[src/rtl/running_max_if.sv]
// running_max_if: sample stream in, frame result out.
//   in_valid/in_data/in_last : upstream sample and end-of-frame marker
//   in_ready                 : block can take a sample this cycle
//   out_valid/out_max/out_count : completed-frame result
//   out_ready                : downstream takes the result this cycle
// master = stream source / result sink, slave = running_max block.
interface running_max_if #(
  parameter int unsigned W = 4
);
  logic         in_valid;
  logic [W-1:0] in_data;
  logic         in_last;
  logic         in_ready;
  logic         out_valid;
  logic [W-1:0] out_max;
  logic [3:0]   out_count;
  logic         out_ready;

  modport master (
    output in_valid, in_data, in_last, out_ready,
    input  in_ready, out_valid, out_max, out_count
  );

  modport slave (
    input  in_valid, in_data, in_last, out_ready,
    output in_ready, out_valid, out_max, out_count
  );
endinterface

[src/rtl/running_max.sv]
// running_max: tracks the unsigned maximum and sample count (saturating
// at 15) of each frame, then holds the result until downstream takes it.
//   clk : clock, rising edge
//   rst : synchronous active-high reset
//   bus : running_max_if.slave (sample input + frame result output)
module running_max #(
  parameter int unsigned W = 4
) (
  input logic         clk,
  input logic         rst,
  running_max_if.slave bus
);

  localparam int unsigned CNT_W = 4;
  localparam logic [CNT_W-1:0] CNT_SAT = '1;

  typedef enum logic [1:0] {
    S_EMPTY = 2'd0,
    S_ACCUM = 2'd1,
    S_DONE  = 2'd2
  } state_t;

  state_t           state_q;
  logic [W-1:0]     max_q;
  logic [CNT_W-1:0] cnt_q;
  logic             accept;

  // Ready is a pure decode of state so it never depends on in_valid.
  assign bus.in_ready  = (state_q != S_DONE);
  assign bus.out_valid = (state_q == S_DONE);
  assign bus.out_max   = max_q;
  assign bus.out_count = cnt_q;

  assign accept = bus.in_valid && (state_q != S_DONE);

  // Frame state, running maximum and count.
  always_ff @(posedge clk) begin
    if (rst) begin
      state_q <= S_EMPTY;
      max_q   <= '0;
      cnt_q   <= '0;
    end else begin
      case (state_q)
        S_EMPTY: begin
          if (accept) begin
            // First sample always seeds the maximum, whatever its value.
            max_q   <= bus.in_data;
            cnt_q   <= CNT_W'(1);
            state_q <= bus.in_last ? S_DONE : S_ACCUM;
          end
        end
        S_ACCUM: begin
          if (accept) begin
            // Strict compare: a tie keeps the earlier value.
            if (bus.in_data > max_q) begin
              max_q <= bus.in_data;
            end
            if (cnt_q != CNT_SAT) begin
              cnt_q <= cnt_q + CNT_W'(1);
            end
            state_q <= bus.in_last ? S_DONE : S_ACCUM;
          end
        end
        S_DONE: begin
          // max_q is left alone so out_max persists until the next frame starts.
          if (bus.out_ready) begin
            cnt_q   <= '0;
            state_q <= S_EMPTY;
          end
        end
        default: begin
          state_q <= S_EMPTY;
        end
      endcase
    end
  end

endmodule

[src/flat_wrapper.sv]
// flat-port wrapper written by rule: the top's interface ports become plain ports
module running_max_flat 
#(
  parameter int unsigned W = 4
)
  (clk, rst, bus_in_valid, bus_in_data, bus_in_last, bus_out_ready, bus_in_ready, bus_out_valid, bus_out_max, bus_out_count);
  running_max_if #(.W(W)) bus_i ();
  input logic clk;
  input logic rst;
  input wire logic [$bits(bus_i.in_valid)-1:0] bus_in_valid;
  input wire logic [$bits(bus_i.in_data)-1:0] bus_in_data;
  input wire logic [$bits(bus_i.in_last)-1:0] bus_in_last;
  input wire logic [$bits(bus_i.out_ready)-1:0] bus_out_ready;
  output wire logic [$bits(bus_i.in_ready)-1:0] bus_in_ready;
  output wire logic [$bits(bus_i.out_valid)-1:0] bus_out_valid;
  output wire logic [$bits(bus_i.out_max)-1:0] bus_out_max;
  output wire logic [$bits(bus_i.out_count)-1:0] bus_out_count;
  assign bus_i.in_valid = bus_in_valid;
  assign bus_i.in_data = bus_in_data;
  assign bus_i.in_last = bus_in_last;
  assign bus_i.out_ready = bus_out_ready;
  assign bus_in_ready = bus_i.in_ready;
  assign bus_out_valid = bus_i.out_valid;
  assign bus_out_max = bus_i.out_max;
  assign bus_out_count = bus_i.out_count;
  running_max #(.W(W)) u_core (.clk(clk), .rst(rst), .bus(bus_i));
endmodule
[config.mk]
export PLATFORM = sky130hd
export DESIGN_NAME = running_max_flat
export DESIGN_NICKNAME = d
export VERILOG_FILES = /design/src/rtl/running_max_if.sv /design/src/rtl/running_max.sv /design/src/flat_wrapper.sv
export SDC_FILE = /design/constraint.sdc
export NUM_CORES = 1
export LEC_CHECK = 0
export BUFFER_PORTS_ARGS = -buffer_cell sky130_fd_sc_hd__buf_4
export CAP_MARGIN = 15
export CORE_MARGIN = 5
export CORE_UTILIZATION = 44
export DETAILED_ROUTE_END_ITERATION = 8
export GPL_TIMING_DRIVEN = 0
export HOLD_SLACK_MARGIN = 0.1
export PLACE_DENSITY = 0.72
export SETUP_SLACK_MARGIN = 0.1
export SYNTH_ARGS = -nofsm -noshare
export SYNTH_HDL_FRONTEND = slang
export SYNTH_SLANG_ARGS = --single-unit
[constraint.sdc]
create_clock -name clk -period 1.8 [get_ports clk]
set_clock_uncertainty 0.05 [all_clocks]
set_input_delay 0.18 -clock clk [delete_from_list [all_inputs] [get_ports clk]]
set_output_delay 0.18 -clock clk [all_outputs]
set_load 0.05 [all_outputs]
==> results of run 1 <==
## worst max-delay path: stages, from the launching register on
cell and delay [ns]:
dfxtp_4 0.35, inv_2 0.07, ha_4 0.19, nor2b_1 0.12, o211ai_1 0.19, a21oi_2 0.10, o21a_2 0.24, o31ai_2 0.23
## power groups by stage
stage / Combinational [uW] / Clock, uW / Sequential [uW]
floorplan: 191 / 0 / 319
global placement: 312 / 0 / 270
detailed placement: 317 / 0 / 270
CTS: 370 / 211 / 265
global route: 415 / 230 / 269
finish: 388 / 211 / 266
## flip-flops by register name, summed over array words and instances, names as in the netlist
signal / count
u_core.bus.out_count: 4
u_core.state_q: 2
u_core.bus.out_max: 4
## cells in the mapped netlist
| cell type | count |
|---|---|
| a211oi_1 | 2 |
| a21oi_1 | 6 |
| a21oi_2 | 1 |
| and3_1 | 2 |
| buf_6 | 1 |
| clkbuf_1 | 1 |
| dfxtp_1 | 10 |
| ha_1 | 9 |
| inv_1 | 8 |
| mux2i_1 | 2 |
| nand2_1 | 5 |
| nand3_1 | 2 |
| nand4_1 | 1 |
| nor2_1 | 5 |
| nor2_4 | 1 |
| nor2b_1 | 2 |
| nor2b_4 | 1 |
| nor3_1 | 1 |
| nor3_4 | 1 |
| nor3b_1 | 1 |
| nor3b_2 | 1 |
| o2111ai_1 | 3 |
| o211ai_1 | 1 |
| o21a_1 | 2 |
| o22ai_4 | 1 |
| o31ai_1 | 4 |
| or2b_1 | 1 |
## routing by layer
layer | track usage (%) | wire length, um
met2 | 20.4 | 739
met1 | 16.2 | 752
met3 | 4.59 | 93
met4 | 8.73 | 36
met5 | 0 | 0
## worst min path at each step
stage              startpoint                    end  slack [ns]  depth (start not counted)
2_1_floorplan  bus_in_data[0]  u_core.bus.out_max[0]        0.26                          2
3_3_place_gp   bus_in_data[0]  u_core.bus.out_max[0]        0.39                          3
3_5_place_dp   bus_in_data[0]  u_core.bus.out_max[0]        0.40                          3
4_1_cts        bus_in_data[0]  u_core.bus.out_max[0]        0.12                          3
5_1_grt        bus_in_data[0]  u_core.bus.out_max[0]        0.12                          3
6_report       bus_in_data[0]  u_core.bus.out_max[0]        0.12                          3
## cell families after synthesis
family | synth area share, %
and+or+nand+nor | 22.3
AOI/OAI and AO/OA | 22.3
buffers and inverters | 6.59
DFF | 29.3
adders and majority gates | 16.5
muxes | 2.93
## stage by stage
stage                     power [uW]  instances  util [%]
after floorplan                  510         75         -
after global placement           582        108      58.6
after detailed placement         587        108      58.6
after CTS                        846        119      65.7
after global routing             913        122      67.8
final                            865        122      67.8
## timing repair
item | CTS | global route
resized for setup | 4 | 3
setup buffers | 7 | 3
cloned | 0 | 0
pin swaps | 8 | 3
endpoints found under the setup margin | 4 | 6
## area by class of cell
| class | instances | area, um^2 | area share (%) |
|---|---|---|---|
| Sequential cell | 10 | 218 | 21.6 |
| Timing Repair Buffer | 27 | 210 | 20.8 |
| Clock buffer | 4 | 36.3 | 3.59 |
| Tap cell | 16 | 20.0 | 1.98 |
| Buffer | 2 | 15.0 | 1.49 |
| Inverter | 8 | 33.8 | 3.35 |
| Multi-Input combinational cell | 55 | 477 | 47.2 |
==> summary.md, run 1 <==
| Metric | Value |
|---|---|
| Clock root cell | `clkbuf_4` |
| Largest net degree at the start of global routing | `10` |
| Final net count | `125` |
| Longest Clk Path Bufs | `2` |
| Final Hold Viols | `0` |
| Critical Path RT | `1.93 ns` |
| Fmax | `614 MHz` |
| Diode count | `0` |
| RSZ-0062 raised after global routing | `no` |
| Antenna-violating nets left | `0` |
| Initial DRT Pass Iterations | `4` |
| Share of the synthesized area in the top cell type | `29.3%` |
| Clock latency on the worst-skew pair | `0.27 ns` |
| Initial antenna violation count | `0` |
| Setup crit start | `u_core.bus.out_max[1]` |
| Clock slew at reported path FFs | `0.08 ns` |
| Remaining Overflow, GRT | `0` |
| Placer congestion estimate | `0.876` |
| Die X | `49.4 um` |
| Number of DRC markers in iteration 0 | `7` |
| WS Path Type | `register to register` |
| H-tree depth | `1` |
| Setup crit end kind | `register` |
| Number of distinct library cells after synthesis | `27` |
| Post-Route Setup TNS | `0 ns` |
| Fillers | `115` |
| VDD IR max | `0.000585 V` |
| Status | `completed` |
| Final period util | `90.5%` |
| Mean Syn Cell Area | `9.11 um^2` |
| NetSw | `326 uW` |
| Final hold slack | `0.117 ns` |
| Sequential share of the synthesized area | `29.3%` |
| PwrDens | `856 nW/um^2` |
| Synth Warn # | `0` |
| Final WL | `1620 um` |
| Area growth syn-to-layout | `47.8%` |
| Buffers added on ports | `17` |
| Crit-path max FO | `4` |
| Synth Instances | `75` |
| Share of layout cells above drive strength 1 | `50.9%` |
| Commonest non-fill, non-tap cell in the layout | `buf_4` |
| Area of the mapped netlist | `683 um^2` |
| Top Ports | `19` |
| Number of hold buffers added after CTS | `0` |
| Via count | `649` |
| Placement Cell Area | `872 um^2` |
| Max-slew violations | `0` |
| RR Endpoint | `u_core.bus.out_max[3]` |
| TritonCTS clock tree | `yes` |
| Register share of total power | `30.7%` |
| Minimum clock period after layout | `1.63 ns` |
| First-pass GRT wire length | `2560 um` |
| Max_cap viols | `0` |
| Initial Utilization | `45.9%` |
| Pint | `538 uW` |
| Core region area | `1490 um^2` |
| Startpoint type of the worst setup path | `register` |
| Finished Cell Area | `1010 um^2` |
| Via-per-instance ratio | `5.32` |
| CP endpoint | `u_core.bus.out_max[3]` |
| Clock network fraction of total power | `24.4%` |
| R2R Path Start | `u_core.bus.out_max[1]` |
| Flops & latches, synth | `10` |
| CTS sink cnt | `10` |
| Number of global-route vias before repair | `604` |
| Row count | `14` |
| WL per Instance | `13.3 um` |
| Total CTS buffers | `3` |
| Synth area leaders | `dfxtp_1 29%, ha_1 16%, a21oi_1 4.4%, inv_1 4.4%, o31ai_1 4.4%` |
| Final WS setup | `0.170 ns` |
| Max-slew headroom | `68.4%` |
| Final setup violation count | `0` |
| Worst-margin pin slew | `0.474 ns` |
| Drc violations | `0` |
| Leak | `0.000440 uW` |
| Switching Share | `37.7%` |
| Die area | `2440 um^2` |
| Worst slack, placed | `0.0855 ns` |
| Commonest cells after routing, fill and taps aside | `25 x buf_4, 7 x ha_1, 5 x nand2_1, 5 x nor2_1` |
| Synth Net Count | `93` |
| R2R cell count | `7` |
| Combinational group share of total power | `44.9%` |
| Die Height | `49.4 um` |
| CP arrival | `1.76 ns` |
| Total GRT Usage | `13.6%` |
| Detail Placement HPWL | `1140 um` |
| FF-to-FF setup slack | `0.17 ns` |
| Yosys top cell by area | `dfxtp_1` |
| Class of the worst hold path | `input pin to register` |
Note: power is estimated with default switching activity, not from simulation.
==> inputs of run 2 (changes only) <==
--- a/config.mk
+++ b/config.mk
@@ -8,11 +8,12 @@
 export BUFFER_PORTS_ARGS = -buffer_cell sky130_fd_sc_hd__buf_4
 export CAP_MARGIN = 15
 export CORE_MARGIN = 5
-export CORE_UTILIZATION = 44
+export CORE_UTILIZATION = 52
+export CTS_BUF_LIST = sky130_fd_sc_hd__clkbuf_8
 export DETAILED_ROUTE_END_ITERATION = 8
 export GPL_TIMING_DRIVEN = 0
 export HOLD_SLACK_MARGIN = 0.1
-export PLACE_DENSITY = 0.72
+export PLACE_DENSITY = 0.8
 export SETUP_SLACK_MARGIN = 0.1
 export SYNTH_ARGS = -nofsm -noshare
 export SYNTH_HDL_FRONTEND = slang
==> constraint.sdc (replaced) <==
create_clock -name clk -period 1.5 [get_ports clk]
set_clock_uncertainty 0.05 [all_clocks]
set_input_delay 0.15 -clock clk [delete_from_list [all_inputs] [get_ports clk]]
set_output_delay 0.15 -clock clk [all_outputs]
set_load 0.05 [all_outputs]
==> run 2 against run 1 <==
  * Register-to-register slack got worse by 0.39 ns
  * Combinational power rose by 47%
  * First-iteration DRC count increased to 4.1 times the previous value
  * Critical path depth stayed put
  * Cell area increased by 13%
  * The run now ends with setup timing left
  * Via count is 13% higher
  * Non-clock buffer count up 4
  * Critical path type unchanged
  * Setup slack got worse by 0.39 ns
  * Sequential share of layout area decreased by 2.2 points
==> summary.md, run 2 (synthesis results as in run 1) <==
| Metric | Value |
|---|---|
| Antenna-violating nets left | `0 (unchanged)` |
| Die area | `2140 um^2 (-12%)` |
| Via-per-instance ratio | `5.88 (+11%)` |
| Core region area | `1270 um^2 (-15%)` |
| Leak | `0.000489 uW (+11%)` |
| Max-slew violations | `0 (unchanged)` |
| Crit-path max cell delay | `0.35 ns (about the same)` |
| Number of DRC markers in iteration 0 | `29 (+22)` |
| R2R Path Start | `u_core.bus.out_max[1]` |
| WS Path Type | `register to register` |
| Post-Route Setup TNS | `-1.18 ns (-1.18 ns)` |
| Worst-margin pin slew | `0.550 ns (+0.0758 ns)` |
| Remaining Overflow, GRT | `0 (unchanged)` |
| H-tree depth | `1 (unchanged)` |
| Placer congestion estimate | `0.773 (-12%)` |
| CP arrival | `1.83 ns (+0.07 ns)` |
| Initial Utilization | `53.8% (+8.0 points)` |
| Via count | `735 (+13%)` |
| Minimum clock period after layout | `1.72 ns (+0.0937 ns)` |
| Worst path cell trace | `inv_4, ha_4, nor2b_4, o211ai_1, a21oi_2, o21a_2, mux2i_1` |
| Startpoint type of the worst setup path | `register` |
| Final net count | `129 (+3.2%)` |
| Violated checks | `setup timing` |
| Final period util | `115% (+24 points)` |
| FF-to-FF setup slack | `-0.22 ns (-0.39 ns)` |
| Hold-critical path depth | `3 (unchanged)` |
| Max_cap viols | `0 (unchanged)` |
| Area growth syn-to-layout | `67.0%` |
| Detail Placement HPWL | `1120 um (-2.0%)` |
| Longest Clk Path Bufs | `2 (unchanged)` |
| Crit-path slowest cell | `dfxtp_4` |
| Final core utilization | `89.9% (+22 points)` |
| Initial antenna violation count | `0 (unchanged)` |
| Buffers added on ports | `17 (unchanged)` |
| Share of layout cells above drive strength 1 | `63.6% (+13 points)` |
| Class of the worst hold path | `input pin to register` |
| Fillers | `57 (-50%)` |
| Total GRT Usage | `20.8% (+7.2 points)` |
| Sequential cell area | `221 um^2 (+1.7%)` |
| Diode count | `0 (unchanged)` |
| Clock latency on the worst-skew pair | `0.24 ns (-0.03 ns)` |
| Commonest cells after routing, fill and taps aside | `27 x buf_4, 5 x inv_1, 5 x nand2_1, 5 x dfxtp_4` |
| Setup crit end kind | `register` |
| Initial DRT Pass Iterations | `4 (unchanged)` |
| Clock slew at reported path FFs | `0.06 ns (-0.02 ns)` |
| Commonest non-fill, non-tap cell in the layout | `buf_4` |
| Final WL | `2490 um (+53%)` |
| WL per Instance | `19.9 um (+50%)` |
| Number of global-route vias before repair | `717 (+19%)` |
| Final setup violation count | `10 (+10)` |
| Row count | `13 (-1)` |
| Layout Cells excl Fill | `125 (+2.5%)` |
| Die Height | `46.2 um (-6.4%)` |
| Status | `finished, violations left` |
| First-pass GRT wire length | `3140 um (+23%)` |
| Fmax | `580 MHz (-5.4%)` |
| Post-Place Cells | `107 (-0.93%)` |
| Total CTS buffers | `3 (unchanged)` |
| Critical Path RT | `1.61 ns (-0.32 ns)` |
| WHS Endpoint | `u_core.bus.out_max[0]` |
| Crit-path max FO | `4 (unchanged)` |
| Largest net degree at the start of global routing | `10 (unchanged)` |
| TritonCTS clock tree | `yes` |
| Die X | `46.2 um (-6.4%)` |
| Max-slew headroom | `63.3% (-5.1 points)` |
| Hold Crit Start | `bus_in_data[0]` |
| CTS sink cnt | `10 (unchanged)` |
| VDD IR max | `0.000706 V (+21%)` |
| Final Hold Viols | `0 (unchanged)` |
| Final WS setup | `-0.223 ns (-0.394 ns)` |
| R2R cell count | `7 (unchanged)` |
| Drc violations | `0 (unchanged)` |
| PwrDens | `1060 nW/um^2 (+23%)` |
| RSZ-0062 raised after global routing | `yes` |
| Top Ports | `19 (unchanged)` |
| Clock root cell | `clkbuf_8` |
| Multi-input combinational cell area | `548 um^2 (+15%)` |
| RR Endpoint | `u_core.bus.out_max[0]` |
run 2: cell count changes in the layout (fill, tap and decap cells not counted), moves of 2 or more:
cell,before,now
o31ai_2,1,3
inv_4,0,3
buf_4,25,27
ha_1,7,4
ha_4,2,4
o31ai_1,3,1
clkbuf_4,3,0
inv_2,3,0
nor2b_1,2,0
clkbuf_8,1,3
run 2: final cells by class:
| type | instances | share of cell area [%] |
|---|---|---|
| Timing Repair Buffer | 32 | 23.0 |
| Inverter | 8 | 3.62 |
| Clock buffer | 3 | 3.62 |
| Tap cell | 15 | 1.64 |
| Sequential cell | 10 | 19.4 |
| Multi-Input combinational cell | 55 | 48.0 |
| Buffer | 1 | 0.329 |
| Clock inverter | 1 | 0.329 |
run 2: worst max-delay path, delay by kind of cell (launching register included):
family,cells,cell delay (ns)
fa+ha+maj,1,0.25
simple gates,1,0.12
compound gates,3,0.59
buf+inv,1,0.04
flops,1,0.35
mux,1,0.23
run 2: what timing repair did:
item	CTS	global route
endpoints found under the setup margin	10	11
pin swaps	8	8
buffers inserted	10	5
hold buffers	0	0
gates resized for setup	11	16
run 2: power by group:
part	total [uW]	internal, uW	switching [uW]	leakage (uW)
sequential	328	295	33.6	0.0000859
clock	307	181	126	0.0000269
combinational	571	254	317	0.000376
run 2: per-stage QoR:
step	setup WS, ns	hold WS [ns]	total power (uW)	instance area [um^2]
3_5_place_dp	-0.238	0.376	711	886
4_1_cts	-0.158	0.121	1090	1040
3_3_place_gp	-0.192	0.362	704	886
2_1_floorplan	-0.245	0.235	618	739
5_1_grt	-0.313	0.173	1250	1140
6_report	-0.223	0.155	1210	1140
run 2: how the worst max path moves through the flow:
| stage | startpoint | to | slack [ns] | depth (start not counted) |
|---|---|---|---|---|
| 2_1_floorplan | u_core.state_q[0] | u_core.bus.out_count[1] | -0.25 | 7 |
| 3_3_place_gp | u_core.state_q[1] | u_core.bus.out_count[1] | -0.19 | 8 |
| 3_5_place_dp | u_core.state_q[1] | u_core.bus.out_count[0] | -0.24 | 8 |
| 4_1_cts | u_core.state_q[1] | u_core.bus.out_count[1] | -0.16 | 8 |
| 5_1_grt | u_core.bus.out_max[1] | u_core.bus.out_max[0] | -0.31 | 7 |
| 6_report | u_core.bus.out_max[1] | u_core.bus.out_max[0] | -0.22 | 7 |
run 2: layer usage:
| layer | share of wire, % | up-vias | track usage [%] | routed length [um] |
|---|---|---|---|---|
| li1 | - | 340 | - | - |
| met5 | 0 | - | 0 | 0 |
| met1 | 42 | 352 | 25.6 | 1040 |
| met2 | 50 | 36 | 33.2 | 1240 |
| met3 | 6.2 | 7 | 4.30 | 154 |
| met4 | 2.1 | 0 | 11.4 | 52 |
==> inputs of run 3 (changes only) <==
--- a/config.mk
+++ b/config.mk
@@ -15,6 +15,7 @@
 export HOLD_SLACK_MARGIN = 0.1
 export PLACE_DENSITY = 0.8
 export SETUP_SLACK_MARGIN = 0.1
+export SKIP_CTS_REPAIR_TIMING = 1
 export SYNTH_ARGS = -nofsm -noshare
 export SYNTH_HDL_FRONTEND = slang
 export SYNTH_SLANG_ARGS = --single-unit
==> run 3 against run 2 <==
  * The run still ends with setup timing left
  * Total power shrank 2.4%
  * Highest routed layer unchanged
  * Utilization shrank 1.5 points
  * Clock power hardly changed
  * Global-route usage shrank 4.5 points
  * Sequential power barely moved
  * Setup slack got worse by 0.041 ns
==> summary.md, run 3 (synthesis results as in run 1) <==
| Metric | Value |
|---|---|
| Status | `finished, violations left` |
| Violated checks | `setup timing` |
| Clock root cell | `clkbuf_8` |
| RSZ-0062 raised after global routing | `yes` |
| Class of the worst hold path | `input pin to register` |
| Clock slew at reported path FFs | `0.06 ns (about the same)` |
| Crit-path slowest cell | `dfxtp_4` |
| Final period util | `118% (+2.8 points)` |
| Via count | `735 (unchanged)` |
| Largest net degree at the start of global routing | `10 (unchanged)` |
| Worst path cell trace | `inv_4, ha_4, buf_6, nor2_4, o22ai_4, nor3_4, mux2i_1, nor2_1` |
| Placer congestion estimate | `0.773 (unchanged)` |
| Register share of total power | `27.6% (+0.4 points)` |
| Row count | `13 (unchanged)` |
| Initial DRT Pass Iterations | `4 (unchanged)` |
| NetSw | `458 uW (-4.0%)` |
| Sequential cell area | `220 um^2 (-0.56%)` |
| Fillers | `61 (+7.0%)` |
| Number of DRC markers in iteration 0 | `38 (+31%)` |
| Core region area | `1270 um^2 (unchanged)` |
| Worst-margin pin slew | `0.567 ns (+0.0168 ns)` |
| Top Ports | `19 (unchanged)` |
| CTS sink cnt | `10 (unchanged)` |
| Via-per-instance ratio | `5.88 (unchanged)` |
| Final setup violation count | `9 (-1)` |
| Die X | `46.2 um (unchanged)` |
| Total CTS buffers | `3 (unchanged)` |
| Pwr Total | `1180 uW (-2.4%)` |
| PwrDens | `1050 nW/um^2 (-0.72%)` |
| Initial antenna violation count | `0 (unchanged)` |
| CP arrival | `1.82 ns (about the same)` |
| Startpoint type of the worst setup path | `register` |
| Post-Route Setup TNS | `-1.75 ns (-0.569 ns)` |
| Die area | `2140 um^2 (unchanged)` |
| Number of global-route vias before repair | `591 (-18%)` |
| Crit-path max cell delay | `0.39 ns (+0.04 ns)` |
| WS Path Type | `register to register` |
| Antenna-violating nets left | `0 (unchanged)` |
| Remaining Overflow, GRT | `0 (unchanged)` |
| Longest Clk Path Bufs | `2 (unchanged)` |
| Drc violations | `0 (unchanged)` |
| Diode count | `0 (unchanged)` |
| Crit-path max FO | `6 (+2)` |
| Minimum clock period after layout | `1.76 ns (+0.0414 ns)` |
| Commonest non-fill, non-tap cell in the layout | `buf_4` |
| Worst slack, placed | `-0.238 ns (unchanged)` |
| R2R Path Start | `u_core.state_q[1]` |
| Max-slew violations | `0 (unchanged)` |
| Fmax | `567 MHz (-2.3%)` |
| Clock network fraction of total power | `26.1% (+0.6 points)` |
| Final WS setup | `-0.265 ns (-0.0414 ns)` |
| Detail Placement HPWL | `1120 um (unchanged)` |
| Final hold slack | `0.124 ns (-0.0309 ns)` |
| Final net count | `129 (unchanged)` |
| Initial Utilization | `53.8% (unchanged)` |
| Die Height | `46.2 um (unchanged)` |
| Max_cap viols | `0 (unchanged)` |
| Setup crit start | `u_core.state_q[1]` |
| Critical Path RT | `1.55 ns (-0.06 ns)` |
| Combinational group share of total power | `46.3% (-1.0 points)` |
| VDD IR max | `0.000852 V (+21%)` |
| Post-Place Cells | `107 (unchanged)` |
| Layout Cells excl Fill | `125 (unchanged)` |
| Max-slew headroom | `62.2% (-1.1 points)` |
| Total GRT Usage | `16.2% (-4.5 points)` |
| First-pass GRT wire length | `2490 um (-21%)` |
| Hold Crit Start | `bus_in_data[0]` |
| H-tree depth | `1 (unchanged)` |
| Setup crit end kind | `register` |
| Final Hold Viols | `0 (unchanged)` |
| Leak | `0.000479 uW (-2.0%)` |
| Clock latency on the worst-skew pair | `0.25 ns (about the same)` |
| Pint | `720 uW (-1.3%)` |
| Switching Share | `38.9% (-0.67 points)` |
| Buffers added on ports | `17 (unchanged)` |
| Area growth syn-to-layout | `64.3%` |
| WL per Instance | `17.6 um (-11%)` |
| TritonCTS clock tree | `yes` |
| Share of layout cells above drive strength 1 | `60.0% (-3.6 points)` |
| Multi-input combinational cell area | `542 um^2 (-1.1%)` |
| Final WL | `2200 um (-11%)` |
## run 3: per-layer routing
layer	routed length [um]	GRT usage (%)	vias up
li1	-	-	338
met1	902	20.9	341
met2	1050	25.3	47
met3	186	3.52	9
met4	60	7.95	0
met5	0	0	-
## run 3: stage by stage
stage          instance area [um^2]  utilization (%)
2_1_floorplan                   739                -
3_3_place_gp                    886             69.8
4_1_cts                         931             73.4
6_report                       1120             88.5
5_1_grt                        1120             88.5
3_5_place_dp                    886             69.8
## run 3: worst max-delay path: cells and delay by family, from the launching register on
family	cells	cell delay, ns
adders and majority gates	1	0.15
buffers and inverters	2	0.17
AOI/OAI and AO/OA	1	0.11
muxes	1	0.26
and+or+nand+nor	3	0.48
DFF	1	0.39
## run 3: cell type report
cell class	instances	share of cell area, %
Sequential cell	10	19.6
Clock inverter	1	0.334
Inverter	8	3.68
Multi-Input combinational cell	55	48.3
Buffer	2	1.34
Tap cell	15	1.67
Clock buffer	3	3.68
Timing Repair Buffer	31	21.4
## run 3: final timing paths
kind	end	slack (ns)	cells after the start
setup / recovery	u_core.bus.out_count[1]	-0.26	8
hold / removal	u_core.bus.out_max[0]	0.12	3
setup reg to reg	u_core.bus.out_count[1]	-0.26	8
hold reg to reg	u_core.bus.out_max[0]	0.43	2
## run 3: power groups by stage
stage	clock network, uW	registers (uW)	logic [uW]
after floorplan	0	384	233
after global routing	309	329	581
after detailed placement	0	326	385
final	308	325	545
after CTS	300	321	390
after global placement	0	325	379
